===== src/rtl/epp_port_ctrl.sv =====
// rtl/epp_port_ctrl.sv - EPP parallel-port slave front end with handshake FSM and register strobes
module epp_port_ctrl #(
   parameter int AW   = 5,
   parameter int SYNC = 2,
   parameter int TMO  = 255
) (
   input  logic          clk,
   input  logic          nReset,
   input  logic          nWrite,
   input  logic          nAddrStr,
   input  logic          nDataStr,
   input  logic [7:0]    pd_in,
   output logic [7:0]    pd_out,
   output logic          pd_oe,
   output logic          epp_wait,
   output logic [AW-1:0] addr,
   output logic          wr_stb,
   output logic [7:0]    wr_data,
   output logic          rd_stb,
   input  logic [7:0]    rd_data,
   output logic          timeout
);

   typedef enum logic [2:0] {IDLE, AWR, ARD, DWR, DRD0, DRD1, ACK} state_t;

   localparam logic [7:0] TMO_C = TMO[7:0];

   logic [SYNC-1:0] nwr_sync_q, nas_sync_q, nds_sync_q;
   logic [SYNC-1:0] warm_q;
   logic            as, ds, wr, warm_ok;

   state_t          state_q, state_d;
   logic [AW-1:0]   addr_q, addr_d;
   logic [AW-1:0]   acap_q, acap_d;
   logic [7:0]      pd_out_q, pd_out_d;
   logic            pd_oe_q, pd_oe_d;
   logic            wait_q, wait_d;
   logic [7:0]      wr_data_q, wr_data_d;
   logic            timeout_q, timeout_d;
   logic            data_q, data_d;
   logic            blk_q, blk_d;
   logic [7:0]      cnt_q, cnt_d;

   // Control-pin synchronizers; reset to the inactive (high) level. warm_q marks when
   // the chains hold real pin samples rather than reset values.
   always_ff @(posedge clk or negedge nReset) begin
      if (!nReset) begin
         nwr_sync_q <= '1;
         nas_sync_q <= '1;
         nds_sync_q <= '1;
         warm_q     <= '0;
      end else begin
         nwr_sync_q <= {nwr_sync_q[SYNC-2:0], nWrite};
         nas_sync_q <= {nas_sync_q[SYNC-2:0], nAddrStr};
         nds_sync_q <= {nds_sync_q[SYNC-2:0], nDataStr};
         warm_q     <= {warm_q[SYNC-2:0], 1'b1};
      end
   end

   assign as      = ~nas_sync_q[SYNC-1];
   assign ds      = ~nds_sync_q[SYNC-1];
   assign wr      = ~nwr_sync_q[SYNC-1];
   assign warm_ok = warm_q[SYNC-1];

   // State and datapath registers. blk_q starts set so a strobe still low across
   // reset is not mistaken for a new host cycle.
   always_ff @(posedge clk or negedge nReset) begin
      if (!nReset) begin
         state_q   <= IDLE;
         addr_q    <= '0;
         acap_q    <= '0;
         pd_out_q  <= '0;
         pd_oe_q   <= 1'b0;
         wait_q    <= 1'b0;
         wr_data_q <= '0;
         timeout_q <= 1'b0;
         data_q    <= 1'b0;
         blk_q     <= 1'b1;
         cnt_q     <= '0;
      end else begin
         state_q   <= state_d;
         addr_q    <= addr_d;
         acap_q    <= acap_d;
         pd_out_q  <= pd_out_d;
         pd_oe_q   <= pd_oe_d;
         wait_q    <= wait_d;
         wr_data_q <= wr_data_d;
         timeout_q <= timeout_d;
         data_q    <= data_d;
         blk_q     <= blk_d;
         cnt_q     <= cnt_d;
      end
   end

   // Handshake FSM: next state and register updates.
   always_comb begin
      state_d   = state_q;
      addr_d    = addr_q;
      acap_d    = acap_q;
      pd_out_d  = pd_out_q;
      pd_oe_d   = pd_oe_q;
      wait_d    = wait_q;
      wr_data_d = wr_data_q;
      timeout_d = timeout_q;
      data_d    = data_q;
      blk_d     = blk_q;
      cnt_d     = cnt_q;
      case (state_q)
         IDLE: begin
            if (blk_q) begin
               if (warm_ok && !as && !ds) blk_d = 1'b0;
            end else if (as) begin
               state_d = wr ? AWR : ARD;
               acap_d  = pd_in[AW-1:0];
               data_d  = 1'b0;
               wait_d  = 1'b1;
            end else if (ds) begin
               state_d = wr ? DWR : DRD0;
               data_d  = 1'b1;
               if (wr) begin
                  wr_data_d = pd_in;
                  wait_d    = 1'b1;
               end
            end
         end
         AWR: begin
            addr_d    = acap_q;
            timeout_d = 1'b0;
            cnt_d     = '0;
            state_d   = ACK;
         end
         ARD: begin
            pd_out_d = 8'(addr_q);
            pd_oe_d  = 1'b1;
            cnt_d    = '0;
            state_d  = ACK;
         end
         DWR: begin
            cnt_d   = '0;
            state_d = ACK;
         end
         DRD0: begin
            wait_d  = 1'b1;
            state_d = DRD1;
         end
         DRD1: begin
            pd_out_d = rd_data;
            pd_oe_d  = 1'b1;
            cnt_d    = '0;
            state_d  = ACK;
         end
         ACK: begin
            if (!as && !ds) begin
               wait_d  = 1'b0;
               pd_oe_d = 1'b0;
               state_d = IDLE;
               if (data_q) addr_d = addr_q + AW'(1);
            end else if (cnt_q == TMO_C) begin
               wait_d    = 1'b0;
               pd_oe_d   = 1'b0;
               timeout_d = 1'b1;
               blk_d     = 1'b1;
               state_d   = IDLE;
            end else begin
               cnt_d = cnt_q + 8'd1;
            end
         end
         default: state_d = IDLE;
      endcase
      if (wr) pd_oe_d = 1'b0;
   end

   assign pd_out   = pd_out_q;
   assign pd_oe    = pd_oe_q & ~wr;
   assign epp_wait = wait_q;
   assign addr     = addr_q;
   assign wr_stb   = (state_q == DWR);
   assign rd_stb   = (state_q == DRD0);
   assign wr_data  = wr_data_q;
   assign timeout  = timeout_q;

endmodule


===== config.mk =====
export PLATFORM = sky130hd
export DESIGN_NAME = epp_port_ctrl
export DESIGN_NICKNAME = d
export VERILOG_FILES = /design/src/rtl/epp_port_ctrl.sv
export SDC_FILE = /design/constraint.sdc
export NUM_CORES = 1
export LEC_CHECK = 0
export ABC_AREA = 0
export CORE_ASPECT_RATIO = 0.75
export CORE_UTILIZATION = 30
export CTS_BUF_LIST = sky130_fd_sc_hd__clkbuf_16
export CTS_CLUSTER_DIAMETER = 100
export DETAILED_ROUTE_END_ITERATION = 16
export PLACE_DENSITY = 0.55
export SLEW_MARGIN = 20
export SYNTH_ARGS = -nofsm -noshare
export SYNTH_HDL_FRONTEND = slang
export SYNTH_SLANG_ARGS = --single-unit

===== constraint.sdc =====
create_clock -name clk -period 2 [get_ports clk]
set_input_delay 0.4 -clock clk [delete_from_list [all_inputs] [get_ports clk]]
set_output_delay 0.4 -clock clk [all_outputs]
set_load 0.05 [all_outputs]

After elaboration in Yosys (flattened, before gate mapping). Cells that the tools add are included.

$add $sub $neg: 2. Eq/ne operators: 19. Multiplexer cells: 32. Bitwise logic cells: 5. Reductions and logical operators: 21.

Operators by type and width (number): $pmux 8 s2 (2); $reduce_and 3->1 (7); $mux 3 (6); $mux 8 (2); $ne 2x2->1 const B (7); $mux 1 (13); $pmux 3 s4 (1); $mux 5 (2); $pmux 5 s2 (1); $reduce_and 5->1 (2); $eq 3x3->1 const B (3); $ne 3x3->1 const B (3); $add 8x1->8 const B (1); $eq 8x8->1 const B (1); $reduce_bool 2->1 (4); $eq 3x2->1 const B (2); $pmux 1 s2 (3); $add 5x1->5 const B (1); $ne 4x4->1 const B (1); $not 1->1 (4); $reduce_or 4->1 (1); $eq 3x1->1 const B (1); $logic_and 1x1->1 (3); $logic_not 3->1 (1); 7 further kinds (7).

Bits in registers: 50. Input bits: 21. Output and inout bits: 26. Word-level logic and storage cells: 94.

Depth between registers and ports, before layout.
Word-level depth: 5. Mapped depth: 7. Mapped depth without buffers: 5.

Worst setup path before layout. OpenSTA, ideal clock, no wires.

Path kind: register to output. Start point: reg state_q[2]. End point: out rd_stb. Arrival: 1905 ps. Data required time: 1600 ps. Path slack: -305 ps. Cell stages (with the launch flop): 4. Cell sequence: dfrtp_1 clkbuf_1 inv_1 nor3_1.

Word-level cells in the longest chain between the ends: 1.

Ends and longest elaborated chain: from (decl) (RTL line 32) `state_t state_q, state_d;`; from (signal assigned) (RTL line 81) `state_q <= state_d;`; $eq 3x3->1 (RTL line 178) `assign rd_stb = (state_q == DRD0);`; to (decl) (RTL line 19) `output logic rd_stb,`.

No other way between the ends.

Final worst setup path.
Start point: reg addr_q[3] (netlist: addr[3]). End point: out addr[3].

RTL lines: from (decl) (RTL line 33) `logic [AW-1:0] addr_q, addr_d;`; from (signal assigned) (RTL line 82) `addr_q <= addr_d;`; to (decl) (RTL line 16) `output logic [AW-1:0] addr,`.

No word-level cell between the ends.

==> impl_metrics.py <==
metrics = {
    "outcome": {
        "status": "complete, no violations",
    },
    "logic_synthesis": {
        "synth_fp_nets": 235,
        "avgSynthCellArea_um2": 11.0,
        "synth_flop_cell": "dfrtp_1",
        "synth_cell_types": 49,
        "synth_top_cell_by_area": "dfrtp_1",
        "postSynthCellCount": 211,
        "synth-seq-cells": 50,
        "synth_area_leaders": "dfrtp_1 (46%), dfstp_2 (7.9%), mux2_1 (3.9%)",
        "yosysWarningCount": 0,
        "yosysSeqAreaShare": 0.542,
        "synth-edff-count": 0,
        "async_reset_ff_frac": 1.00,
        "syn-cell-area_um2": 2320,
        "synth_top_area_share": 0.463,
    },
    "pwr": {
        "p_per_area_nw_per_um2": 1630,
        "peakVddDrop_v": 0.000588,
        "cell_internal_pwr_w": 0.00282,
        "clkPwrFrac": 0.158,
        "switchingPower_w": 0.00226,
        "comb_power_share": 0.522,
        "p_sw_frac": 0.445,
        "leakage_nw": 1.28,
        "p_seq_frac": 0.321,
        "power.total_w": 0.00508,
    },
    "drt": {
        "vias": 1781,
        "routedWlPerCell_um": 14.0,
        "remaining_drc_errors": 0,
        "ant_nets": 0,
        "wl_um": 5130,
        "viasPerCell": 4.87,
        "drtIter0Drc": 68,
        "firstDrtPassIters": 4,
    },
    "sta": {
        "clock_skew_ns": 0.00151,
        "tightest_slew_ns": 0.512,
        "period_needed_ns": 1.92,
        "slew-limit-headroom": 0.658,
        "final.setup.tns_ns": 0,
        "maxSlewViolCount": 0,
        "hold_slack_ns": 0.0403,
        "max_freq_mhz": 520,
        "finalHoldViolations": 0,
        "setup_viol": 0,
        "min_period_over_period": 0.961,
    },
    "finish": {
        "multi_input_area_um2": 1010,
        "seq_area_um2": 1260,
        "antennaDiodeCount": 0,
        "post_route_cells_drive_above_1_share": 0.196,
        "stdcell_count": 366,
        "area_growth_syn_to_layout_pct": 33.9,
        "utilization": 0.419,
        "layout_commonest_cell": "dfrtp_1",
        "layout_common_cells": "dfrtp_1 (43), clkdlybuf4s50_1 (37), nor2_1 (20)",
        "nets": 288,
        "fill_cells": 722,
    },
    "clock_network": {
        "cts_max_path_buffers": 2,
        "ctsHoldBuffers": 0,
        "cts.sinks": 50,
        "worstSkewPairLatency_ns": 0.28,
        "clk_pin_slew_ns": 0.06,
        "cts-htree-levels": 2,
        "cts.root.buffer_cell": "clkbuf_16",
        "tritoncts": "yes",
        "numCtsBuffers": 5,
    },
    "global_routing": {
        "grt_pass1_wl_um": 8710,
        "antenna_found_initial": 0,
        "overflow": 0,
        "grt_usage": 0.136,
        "grt_max_degree": 37,
        "grt_pass1_vias": 1669,
    },
    "critical_path": {
        "critPathLaunchType": "flip-flop",
        "cpPeakStageDelay_ns": 0.83,
        "reg2reg_slack_ns": 0.11,
        "critical_path_class": "reg -> out",
        "cp_max_fo": 5,
        "crit_start": "addr[3]$_DFFE_PN0P_",
        "path_cells": "clkdlybuf4s50_1",
        "cp_top_family": "buffers and inverters",
        "r2r-start": "cnt_q[0]$_DFFE_PN0P_",
        "worstRegToRegCells": 5,
        "slowest_stage": "clkdlybuf4s50_1",
        "r2r_end": "cnt_q[7]$_DFFE_PN0P_",
        "crit_required_ns": 1.60,
        "end_kind": "output port",
        "path_depth": 1,
        "critical_path.endpoint": "addr[3]",
        "cp_data_arrival_time_ns": 1.52,
        "path_buf_inv": 1,
    },
    "worst_hold_path": {
        "hold_path_class": "in -> async",
    },
    "placement": {
        "dp_hpwl_um": 3730,
        "gp_congestion": 0.773,
        "placed_cells": 357,
        "port_buffers": 46,
    },
    "die": {
        "core_um2": 7430,
        "core.rowCount": 27,
        "io_pins": 47,
        "dieArea_um2": 8100,
        "die-width_um": 104,
        "die_height_um": 78.2,
        "start_util": 0.313,
    },
    "flow_run": {
        "drv_cap": 0,
    },
}
state kept, by name, summed over array words and instances (netlist names):
name / cells
nas_sync_q: 2
blk_q: 1
data_q: 1
pd_oe_q: 1
wr_data: 8
pd_out: 8
state_q: 3
nds_sync_q: 2
cnt_q: 8
addr: 5
epp_wait: 1
nwr_sync_q: 2
warm_q: 2
acap_q: 5
timeout: 1
synthesized netlist by cell type (2+ instances only):
library cell	n
buf_2	5
and3_1	3
clkbuf_1	3
a41oi_1	2
and2_1	3
mux2_2	5
o31ai_1	4
or3_1	7
o21ai_0	14
dfrtp_1	43
nand3_1	5
a31oi_1	3
mux2_1	8
o22ai_1	8
mux2i_1	2
ha_1	3
inv_1	4
a21oi_1	14
o211ai_1	3
nor2_1	21
dfstp_2	7
o22a_1	3
nor3_1	2
nand2_1	14
cell families after synthesis:
logic type / Yosys count / synth area share
compound gates: 58 / 0.166
xor+xnor: 1 / 0.00377
fa+ha+maj: 3 / 0.0162
buf+inv: 14 / 0.0302
flops: 50 / 0.542
mux: 15 / 0.0716
other cells: 1 / 0.00161
simple gates: 69 / 0.169
power groups by stage:
stage / sequential [W] / combinational, W / clock, W
floorplan: 0.00231 / 0.00106 / 0
global placement: 0.00164 / 0.00263 / 0
detailed placement: 0.00165 / 0.00264 / 0
CTS: 0.00163 / 0.00265 / 0.000827
global route: 0.00168 / 0.00283 / 0.000879
finish: 0.00163 / 0.00265 / 0.000800
timing repair:
action / in CTS / in global routing
setup buffers: 0 / 1
gates resized for setup: 0 / 3
endpoints found under the setup margin: 0 / 2
stage by stage:
stage	setup slack [ns]	cell area, um2
floorplan	0.0521	2330
global placement	0.164	2950
detailed placement	0.128	2950
CTS	0.0582	3090
global route	-0.00845	3110
finish	0.0778	3110
worst min path at each step:
stage | startpoint | end | slack [ns] | cells after the start
2_1_floorplan | nReset | acap_q[0]$_DFFE_PN0P_ | 0.10 | 0
3_3_place_gp | warm_q[0]$_DFF_PN0_ | warm_q[1]$_DFF_PN0_ | 0.33 | 0
3_5_place_dp | warm_q[0]$_DFF_PN0_ | warm_q[1]$_DFF_PN0_ | 0.34 | 0
4_1_cts | nReset | pd_out[0]$_DFFE_PN0P_ | 0.05 | 1
5_1_grt | nReset | pd_out[0]$_DFFE_PN0P_ | 0.07 | 1
6_report | nReset | pd_out[5]$_DFFE_PN0P_ | 0.04 | 1
per-layer routing:
metal | part of all wire | vias up | global-route usage
met4 | 0.0082 | 0 | 0.0391
met3 | 0.058 | 2 | 0.0374
met2 | 0.41 | 54 | 0.191
met5 | 0 | - | 0
met1 | 0.52 | 846 | 0.202
li1 | - | 879 | -
layout make-up:
cell class / count / share of cell area
tap: 101 / 0.0406
clock buffer: 5 / 0.0402
clock inverter: 3 / 0.00523
multi-input combinational: 147 / 0.324
timing repair buffer: 56 / 0.180
inverter: 4 / 0.00483
sequential: 50 / 0.405
worst register-to-register path: stages (launching register included):
cell	delay, ns
dfrtp_1	0.40
ha_1	0.22
and3_4	0.21
a2111oi_4	0.36
or4b_4	0.50
a21oi_2	0.14
Power figures use the tool's default switching activity.
